**src/rtl/afe_buf_wr_arbiter.sv**
```systemverilog
// Round-robin write arbiter between per-ADC sample holding registers and the
// shared sample-buffer SRAM write port (grant/ack with the address generators).
module afe_buf_wr_arbiter #(
  parameter int unsigned NUM_ADC    = 4,
  parameter int unsigned DATA_WIDTH = 32,
  parameter int unsigned BUF_AWIDTH = 10
) (
  input  logic                                clk_i,
  input  logic                                rstn_i,
  input  logic [NUM_ADC-1:0]                  adc_valid_i,
  input  logic [NUM_ADC-1:0][DATA_WIDTH-1:0]  adc_data_i,
  input  logic [NUM_ADC-1:0]                  adc_buf_en_i,
  input  logic [NUM_ADC-1:0][BUF_AWIDTH-1:0]  adc_buf_addr_i,
  output logic [NUM_ADC-1:0]                  adc_grant_o,
  input  logic [NUM_ADC-1:0]                  adc_grant_ack_i,
  output logic                                buf_req_o,
  output logic [BUF_AWIDTH-1:0]               buf_addr_o,
  output logic [DATA_WIDTH-1:0]               buf_wdata_o,
  input  logic                                buf_gnt_i,
  output logic [NUM_ADC-1:0]                  drop_o
);

  localparam int unsigned PTR_W = (NUM_ADC > 1) ? $clog2(NUM_ADC) : 1;

  typedef enum logic [1:0] {IDLE, GRANT, WRITE} state_e;

  state_e                             state_q, state_d;
  logic [PTR_W-1:0]                   ptr_q, ptr_d, win_q, win_d, win_inc;
  logic [PTR_W-1:0]                   pick_idx;
  logic                               pick_found;
  int unsigned                        scan_idx;
  logic [NUM_ADC-1:0]                 pending_q, pend_clr, abort_drop, accept, drop_d;
  logic [NUM_ADC-1:0][DATA_WIDTH-1:0] hold_q;
  logic [NUM_ADC-1:0]                 grant_d;
  logic                               req_d;
  logic [BUF_AWIDTH-1:0]              addr_d;
  logic [DATA_WIDTH-1:0]              wdata_d;
  logic                               ack_win, en_win;

  assign ack_win = adc_grant_ack_i[win_q];
  assign en_win  = adc_buf_en_i[win_q];
  assign win_inc = (win_q == PTR_W'(NUM_ADC - 1)) ? '0 : win_q + PTR_W'(1);

  // First pending index at or after the pointer, wrapping.
  always_comb begin
    pick_found = 1'b0;
    pick_idx   = '0;
    scan_idx   = 0;
    for (int unsigned i = 0; i < NUM_ADC; i++) begin
      scan_idx = (32'(ptr_q) + i) % NUM_ADC;
      if (!pick_found && pending_q[PTR_W'(scan_idx)]) begin
        pick_found = 1'b1;
        pick_idx   = PTR_W'(scan_idx);
      end
    end
  end

  always_ff @(posedge clk_i or negedge rstn_i) begin
    if (!rstn_i) begin
      state_q <= IDLE;
      ptr_q   <= '0;
      win_q   <= '0;
    end else begin
      state_q <= state_d;
      ptr_q   <= ptr_d;
      win_q   <= win_d;
    end
  end

  always_comb begin
    state_d = state_q;
    ptr_d   = ptr_q;
    win_d   = win_q;
    case (state_q)
      IDLE: begin
        if (pick_found) begin
          state_d = GRANT;
          win_d   = pick_idx;
        end
      end
      GRANT: begin
        if (ack_win) begin
          state_d = WRITE;
        end else if (!en_win) begin
          state_d = IDLE;
          ptr_d   = win_inc;
        end
      end
      WRITE: begin
        if (buf_gnt_i) begin
          state_d = IDLE;
          ptr_d   = win_inc;
        end
      end
      default: state_d = IDLE;
    endcase
  end

  // Next values of the registered outputs and the pending-clear strobe.
  always_comb begin
    grant_d    = adc_grant_o;
    req_d      = buf_req_o;
    addr_d     = buf_addr_o;
    wdata_d    = buf_wdata_o;
    pend_clr   = '0;
    abort_drop = '0;
    case (state_q)
      IDLE: begin
        if (pick_found) grant_d = NUM_ADC'(1) << pick_idx;
      end
      GRANT: begin
        if (ack_win) begin
          grant_d = '0;
          req_d   = 1'b1;
          addr_d  = adc_buf_addr_i[win_q];
          wdata_d = hold_q[win_q];
        end else if (!en_win) begin
          grant_d             = '0;
          pend_clr[win_q]     = 1'b1;
          abort_drop[win_q]   = 1'b1;
        end
      end
      WRITE: begin
        if (buf_gnt_i) begin
          req_d           = 1'b0;
          pend_clr[win_q] = 1'b1;
        end
      end
      default: grant_d = '0;
    endcase
  end

  // A slot being freed this cycle can take a new sample without a drop.
  assign accept = adc_valid_i & (~pending_q | pend_clr);
  assign drop_d = (adc_valid_i & pending_q & ~pend_clr) | abort_drop;

  always_ff @(posedge clk_i or negedge rstn_i) begin
    if (!rstn_i) begin
      pending_q   <= '0;
      hold_q      <= '0;
      adc_grant_o <= '0;
      buf_req_o   <= 1'b0;
      buf_addr_o  <= '0;
      buf_wdata_o <= '0;
      drop_o      <= '0;
    end else begin
      pending_q   <= adc_valid_i | (pending_q & ~pend_clr);
      for (int unsigned k = 0; k < NUM_ADC; k++) begin
        if (accept[k]) hold_q[k] <= adc_data_i[k];
      end
      adc_grant_o <= grant_d;
      buf_req_o   <= req_d;
      buf_addr_o  <= addr_d;
      buf_wdata_o <= wdata_d;
      drop_o      <= drop_d;
    end
  end

endmodule

```
**config.mk**
```make
export PLATFORM = sky130hd
export DESIGN_NAME = afe_buf_wr_arbiter
export DESIGN_NICKNAME = d
export VERILOG_FILES = /design/src/rtl/afe_buf_wr_arbiter.sv
export SDC_FILE = /design/constraint.sdc
export NUM_CORES = 1
export LEC_CHECK = 0
export BUFFER_PORTS_ARGS = -buffer_cell sky130_fd_sc_hd__buf_2
export CAP_MARGIN = 20
export CORE_MARGIN = 2
export CORE_UTILIZATION = 50
export CTS_CLUSTER_SIZE = 40
export DETAILED_ROUTE_END_ITERATION = 10
export PLACE_DENSITY = 0.77
export SLEW_MARGIN = 20
export SYNTH_ARGS = -nofsm -noshare
export SYNTH_HDL_FRONTEND = slang
export SYNTH_SLANG_ARGS = --single-unit
```
**constraint.sdc**
```tcl
create_clock -name clk_i -period 4.24 [get_ports clk_i]
set_input_delay 0.212 -clock clk_i [delete_from_list [all_inputs] [get_ports clk_i]]
set_output_delay 0.212 -clock clk_i [all_outputs]
set_load 0.005 [all_outputs]
```
==> Word-level counts from Yosys, hierarchy flattened <==
Cells that the tools add are included.
{ "word_totals": {"reg_bits": 189, "inputBits": 183, "elab_cells": 106} }
{ "op_classes": {"n_addsub": 4, "n_lt_le_gt_ge": 6, "n_eq_ne": 9, "shifts": 1, "mux": 48, "bitwise": 10, "n_reduce_logical": 15} }
{ "ops": {"columns": ["op", "count"], "rows": [
  ["32-bit binary-select mux with 2-bit select", 1],
  ["32-bit two-way mux", 1],
  ["4-bit two-way mux", 7],
  ["2-bit two-way mux", 12],
  ["10-bit binary-select mux with 2-bit select", 1],
  ["4-bit AND", 4],
  ["2-bit by 3-bit < comparator with 1-bit output, second input constant", 5],
  ["1-bit two-way mux", 13],
  ["1-bit binary-select mux with 2-bit select", 6],
  ["4-bit OR", 3],
  ["4-bit one-hot mux with 3 select lines", 1],
  ["10-bit two-way mux", 1],
  ["2-bit != test, second input constant", 5],
  ["3-bit AND reduction", 3],
  ["4-bit inverter", 2],
  ["4-bit one-hot mux with 2 select lines", 1],
  ["2-bit one-hot mux with 3 select lines", 1],
  ["2-bit by 1-bit adder with 2-bit output, second input constant", 2],
  ["2-bit adder, second input constant", 2],
  ["2-bit equality test, second input constant", 2],
  ["1-bit logical AND", 4],
  ["2-bit one-hot mux with 2 select lines", 1],
  ["2-bit AND reduction", 2],
  ["4-bit AND reduction", 1],
  ["other kinds (10)", 12]
]} }

==> Longest topological paths before layout <==
Gate-level depths: netlist (run 1).
{ "depth": {"ltp_word": 15, "ltp_mapped": 9} }

==> Worst setup path after synthesis (run 1) <==
OpenSTA, ideal clock, no wires.
{ "synth_timing": {"path_kind": "flip-flop to flip-flop", "start": "register win_q[0]", "end": "register hold_q[69] (netlist bit)", "setup_time_ns": 0.125, "t_arrival_ns": 2.490, "setup_slack_ns": 1.625, "stages_incl_launch_ff": 10, "period_less_slack_ns": 2.615, "path_cell_list": "dfrtp_1 > buf_2 > buf_1 > inv_1 > ha_1 > nand4_1 > nand2_1 > o21ai_1 > buf_2 > mux2_2"} }
{ "synth_between": {"elab_chain_len": 9} }
{ "synth_lines": {"columns": ["element", "line_no", "text"], "rows": [
  ["start: declaration", "28", "logic [PTR_W-1:0] ptr_q, ptr_d, win_q, win_d, win_inc;"],
  ["start signal: assignment", "66", "win_q <= win_d;"],
  ["2-bit by 3-bit < comparator with 1-bit output (not written as such) / 2-bit by 1-bit greater-or-equal comparator with 1-bit output (equally long branches)", "119, 126", null],
  ["1-bit logical AND (not written as such)", "119, 126", null],
  ["1-bit two-way mux (not written as such)", "119, 126", null],
  ["1-bit demux with 2-bit select", "119, 126", null],
  ["4-bit two-way mux", "117", "end else if (!en_win) begin"],
  ["4-bit two-way mux", "112", "if (ack_win) begin"],
  ["4-bit one-hot mux with 2 select lines (*)", "107", "case (state_q)"],
  ["4-bit OR (*)", "134", "assign accept = adc_valid_i & (~pending_q | pend_clr);"],
  ["4-bit AND (*)", "134", null],
  ["end signal: indexed assignment", "149", "if (accept[k]) hold_q[k] <= adc_data_i[k];"],
  ["end: declaration", "33", "logic [NUM_ADC-1:0][DATA_WIDTH-1:0] hold_q;"]
]} }
Mark *: on every way between the ends. The rest lies on a longest branch, timed or not. The select of a mux whose other input is x is not followed.
A chain may end at the register's enable or synchronous reset.

==> Worst setup path after layout (run 1) <==
{ "layout_timing": {"start": "register win_q[1]", "end": "register hold_q[127] (netlist bit)"} }
Same word-level chain as after synthesis.

==> results of run 1 <==
## cells in the final DEF (no fill, tap or decap), types with 6 or more instances in the layout
cell type,netlist,routed
nand2_1,8,7
clkbuf_16,0,17
inv_1,7,7
buf_2,18,232
mux4_2,44,44
dlygate4sd3_1,0,50
dfrtp_1,189,187
ha_1,7,7
inv_6,0,6
buf_4,0,6
mux2_1,34,34
o21ai_0,11,11
mux2_2,137,137
## power breakdown
part / internal (mW) / switching [mW] / total (mW)
Combinational: 1.73 / 1.09 / 2.82
Clock: 0.830 / 0.741 / 1.57
Sequential: 2.66 / 0.574 / 3.24
## per-stage QoR
step                       util  setup WS (ns)
final                     0.661           1.11
after global routing      0.661          0.931
after CTS                 0.657           1.09
after detailed placement  0.596           1.11
after global placement    0.596           1.17
after floorplan               -           1.63
## registers in the layout, indices dropped and copies added, names as in the netlist, 2 cells and up
name	cells
adc_grant_o	4
hold_q	128
state_q	2
pending_q	4
drop_o	4
ptr_q	2
win_q	2
buf_wdata_o	32
buf_addr_o	10
## layer usage
metal  up-vias  GRT usage  share of wire
met5         -          0         0.0018
met2       264      0.400           0.50
met4         6     0.0667          0.013
met3        30     0.0824          0.085
li1       2553          -              -
met1      2987      0.309           0.41
## cell type report
cell class                      instances  area, sq um
Multi-Input combinational cell        302         3580
Sequential cell                       189         4730
Clock buffer                           17          425
Clock inverter                         15          151
Inverter                                7         26.3
Fill cell                            1198         5630
Timing Repair Buffer                  291         1760
Tap cell                              220          275
## cell families after synthesis
| group | count (synthesis) | share of synthesized area |
|---|---|---|
| mux | 217 | 0.347 |
| fa+ha+maj | 7 | 0.0103 |
| compound gates | 46 | 0.0393 |
| buf+inv | 40 | 0.0230 |
| flops | 189 | 0.558 |
| simple gates | 32 | 0.0224 |
## final timing paths
path | endpoint | start | depth (start not counted) | slack, ns
max | hold_q[127]$_DFFE_PN0P_ | win_q[1]$_DFFE_PN0P_ | 5 | 1.11
min | hold_q[50]$_DFFE_PN0P_ | adc_data_i[50] | 2 | 0.01
max in group asynchronous | hold_q[116]$_DFFE_PN0P_ | rstn_i | 3 | 2.84
min reg2reg | hold_q[103]$_DFFE_PN0P_ | hold_q[103]$_DFFE_PN0P_ | 1 | 0.49
min in group asynchronous | hold_q[59]$_DFFE_PN0P_ | rstn_i | 2 | 0.39
max reg2reg | hold_q[127]$_DFFE_PN0P_ | win_q[1]$_DFFE_PN0P_ | 5 | 1.11
## cells in the mapped netlist (2+ instances only)
| library cell | instances |
|---|---|
| a21oi_1 | 5 |
| a32o_1 | 4 |
| buf_1 | 3 |
| buf_2 | 18 |
| buf_6 | 3 |
| clkbuf_1 | 9 |
| dfrtp_1 | 189 |
| ha_1 | 7 |
| inv_1 | 7 |
| mux2_1 | 34 |
| mux2_2 | 137 |
| mux2i_1 | 2 |
| mux4_2 | 44 |
| nand2_1 | 8 |
| nand2b_1 | 5 |
| nand3_1 | 3 |
| nand4_1 | 4 |
| nor2_1 | 2 |
| nor3_2 | 2 |
| nor3b_1 | 2 |
| o21a_1 | 3 |
| o21ai_0 | 11 |
| o21ai_1 | 3 |
| o21bai_1 | 3 |
| o22ai_1 | 4 |
| o31ai_1 | 4 |
| o32a_1 | 2 |
==> impl_metrics.tcl, run 1 <==
set metrics [dict create \
    fin_hold_ws_ns 0.0109 \
    synth_largest_area_cell "dfrtp_1" \
    crit_buf_inv 1 \
    grt_pass1_vias 6206 \
    max-clock-path-buffers 2 \
    dp_hpwl_um 14600 \
    grt_max_degree 100 \
    synth_area_leaders "dfrtp_1 (56%), mux2_2 (18%), mux4_2 (12%)" \
    synth-main-ff-cell "dfrtp_1" \
    port_buffers 233 \
    dp_cells 959 \
    critPathCaptureType "flop" \
    overflow 0 \
    clk-insertion-delay-late_ns 0.43 \
    num_vias 5840 \
    drive_gt1_frac 0.566 \
    wl_um 21100 \
    drt-initial-drc-count 238 \
    grt_pass1_wl_um 33200 \
    nets 998 \
    synth_edf_count 0 \
    post_synth.cell_area_avg_sq_um 16.0 \
    syn_area_sq_mm 0.00847 \
    stdcell_count 1041 \
    worstPathArrival_ns 3.44 \
    yosysSeqAreaShare 0.558 \
    cts_resized 0 \
    synth_cell_types 40 \
    maxSlewHeadroom 0.431 \
    io_pins 234 \
    clkSinkCount 189 \
    final_hold_viol_count 0 \
    max-vdd-ir-drop_uv 350 \
    crit_family "multiplexers" \
    grt_setup_unrepaired "false" \
    cts_buffers 17 \
    post-cts-setup-buffers 0 \
    die_w_um 134 \
    min_period_over_period 0.737 \
    diodes 0 \
    crit_path_cell_trace "mux4_2 -> nor3_4 -> a41oi_4 -> buf_4 -> mux2_2" \
    finalSetupViolCount 0 \
    path_class "flop to flop" \
    min_period_ns 3.13 \
    fin_setup_tns_ns 0 \
    dieArea_sq_mm 0.0180 \
    finalMaxSlewViolations 0 \
    synth_top_area_frac 0.558 \
    leakage_nw 5.13 \
    postRouteAntennaNets 0 \
    core_area_sq_mm 0.0166 \
    slowest_stage "dfrtp_2" \
    gp_congestion 0.876 \
    wl_per_cell_um 20.3 \
    crit_fanout 29 \
    fp.dieH_um 134 \
    htree_levels 4 \
    cpPeakStageDelay_ns 0.86 \
    syn_to_final_growth_pct 29.3 \
    ys_ff_latch 189 \
    status "complete, no violations" \
    critPathLaunchType "flop" \
    synthCells 531 \
    antenna_found_initial 3 \
    cts_tree "done" \
    vias_per_cell 5.61 \
    fin_area_sq_mm 0.0110 \
    yosysWarningCount 0 \
    required_ns 4.55 \
    fmax_ghz 0.320 \
    power_density_mw_per_mm2 696 \
    start_util 0.511 \
    fin_skew_ns 0.00978 \
    cts-root-buf "clkbuf_16" \
    worstHoldPathType "input port to flop" \
    cts_hold_buffers 44 \
    first_pass_iters 5 \
    max-cap-violations 0 \
    async_flop_share 1.00 \
    gr-usage-all-layers 0.243 \
    drc 0 \
    placementRows 47 \
    tightestPinTransition_ns 0.851 \
    syn-num-nets 721 \
    placed_cell_area_sq_mm 0.00988 \
    power.total_mw 7.63 \
    clk_pin_slew_ns 0.07 \
]
Note: power is estimated with default switching activity, not from simulation.
==> run 2: changes to the inputs <==
==> constraint.sdc (replaced) <==
create_clock -name clk_i -period 2.95 [get_ports clk_i]
set_input_delay 0.1475 -clock clk_i [delete_from_list [all_inputs] [get_ports clk_i]]
set_output_delay 0.1475 -clock clk_i [all_outputs]
set_load 0.005 [all_outputs]
==> impl_metrics.tcl, run 2 (synthesis gave the netlist of run 1 again) <==
set metrics [dict create \
    grt_setup_unrepaired "false" \
    syn_to_final_growth_pct 40.5 \
    worst_path_most_repeated_cell "buf_4" \
    max-cap-violations 0 \
    clkSinkCount 189 \
    finalSetupViolCount 0 \
    cts_tree "done" \
    fin_skew_ns 0.0114 \
    finalMaxSlewViolations 0 \
    grt_max_degree 104 \
    cts_hold_buffers 131 \
    p_clk_frac 0.215 \
    status "complete, no violations" \
    fin_setup_tns_ns 0 \
    required_ns 3.24 \
    gr-usage-all-layers 0.270 \
    reg_top3 "hold_q x128, buf_wdata_o x32, buf_addr_o x10" \
    maxSlewHeadroom 0.446 \
    first_pass_iters 4 \
    fp.dieH_um 134 \
    power.internal_mw 7.81 \
    start_util 0.511 \
    postRouteAntennaNets 0 \
    die_w_um 134 \
    nets 1087 \
    placementRows 47 \
    num_vias 6216 \
    grt_pass1_vias 7142 \
    dp_cells 967 \
    worstHoldPathType "input port to flop" \
    cts-root-buf "clkbuf_16" \
    crit_fanout 32 \
    crit_path_cell_trace "buf_4 -> ha_1 -> nand4_1 -> a21oi_1 -> a41oi_4 -> buf_4 -> mux2_1" \
    antenna_found_initial 0 \
    path_class "flop to flop" \
    largest_reg_flops 128 \
    critPathCaptureType "flop" \
    crit_family "buffers and inverters" \
    max-vdd-ir-drop_uv 605 \
    leakage_nw 5.55 \
    critPathLaunchType "flop" \
    fin_hold_ws_ns 0.0406 \
    power.share.combinational 0.384 \
    wl_um 23200 \
    htree_levels 4 \
    grt_pass1_wl_um 37100 \
    final_cell_mix "buf_2 (232), dfrtp_1 (187), mux2_2 (137), dlygate4sd3_1 (131), mux4_2 (44)" \
    diodes 0 \
    stdcell_count 1130 \
    wl_per_cell_um 20.5 \
    overflow 0 \
    cts_resized 0 \
    min_period_ns 2.54 \
    fmax_ghz 0.393 \
    drive_gt1_frac 0.519 \
    sw_frac_of_total 0.311 \
    slowest_stage "dfrtp_4" \
    vias_per_cell 5.50 \
    dieArea_sq_mm 0.0180 \
    final_common_cell "buf_2" \
    min_period_over_period 0.862 \
    clk-insertion-delay-late_ns 0.42 \
    power_density_mw_per_mm2 953 \
    fin_area_sq_mm 0.0119 \
    port_buffers 233 \
    power.total_mw 11.3 \
    placed_cell_area_sq_mm 0.00998 \
    cts_buffers 17 \
    drt-initial-drc-count 328 \
    dp_hpwl_um 14900 \
    cpPeakStageDelay_ns 0.52 \
    post-cts-setup-buffers 0 \
    max-clock-path-buffers 2 \
    clk_pin_slew_ns 0.07 \
    crit_buf_inv 2 \
    gp_congestion 0.856 \
    drc 0 \
    p_sw_mw 3.53 \
    core_area_sq_mm 0.0166 \
    power_frac_seq 0.402 \
    tightestPinTransition_ns 0.831 \
    io_pins 234 \
    final_hold_viol_count 0 \
    worstPathArrival_ns 2.84 \
    top_register "hold_q" \
]
==> run 2: changes by cell type in the layout (fill, tap and decap cells not counted), sizes merged <==
cell	delta
buf	+8
bufinv	+2
clkbuf	+2
clkinv	-2
clkinvlp	-2
dlygate4sd3	+81
==> run 2: final cells by class <==
type                    instances  area, sq um
clock buffers                  19          443
clock inverters                13          175
fillers                      1071         4680
inverters                       7         26.3
multi-input cells             302         3580
flip-flops and latches        189         4730
well taps                     220          275
repair buffers                380         2670
==> run 2: power by group through the flow <==
stage	registers, mW	logic [mW]	clock network [mW]
floorplan	4.32	3.08	0
global placement	4.47	4.03	0
detailed placement	4.57	4.22	0
CTS	4.52	4.36	2.48
global route	4.70	4.71	2.59
finish	4.56	4.35	2.44
==> run 2: path summary, 6_finish.rpt <==
kind                                          from                     endpoint  slack [ns]  cells after the start
setup / recovery              win_q[0]$_DFFE_PN0P_      hold_q[111]$_DFFE_PN0P_        0.41                      7
hold / removal                      adc_valid_i[0]       pending_q[0]$_DFF_PN0_        0.04                      2
setup reg to reg              win_q[0]$_DFFE_PN0P_      hold_q[111]$_DFFE_PN0P_        0.41                      7
hold reg to reg            hold_q[124]$_DFFE_PN0P_      hold_q[124]$_DFFE_PN0P_        0.49                      1
max in group asynchronous                   rstn_i       hold_q[63]$_DFFE_PN0P_        1.78                      3
min in group asynchronous                   rstn_i  buf_wdata_o[22]$_DFFE_PN0P_        0.38                      2
==> run 2: layer usage <==
layer	vias to the layer above	global-route usage	wire length (um)
met3	47	0.0669	1720
met1	3146	0.326	8960
li1	2732	-	-
met5	-	0	0
met2	291	0.474	12000
met4	0	0.0918	576
==> run 2: per-stage QoR <==
| stage | worst slack (ns) | utilization |
|---|---|---|
| 6_report | 0.406 | 0.718 |
| 5_1_grt | 0.263 | 0.718 |
| 4_1_cts | 0.393 | 0.718 |
| 3_5_place_dp | 0.387 | 0.602 |
| 3_3_place_gp | 0.474 | 0.602 |
| 2_1_floorplan | 0.335 | - |
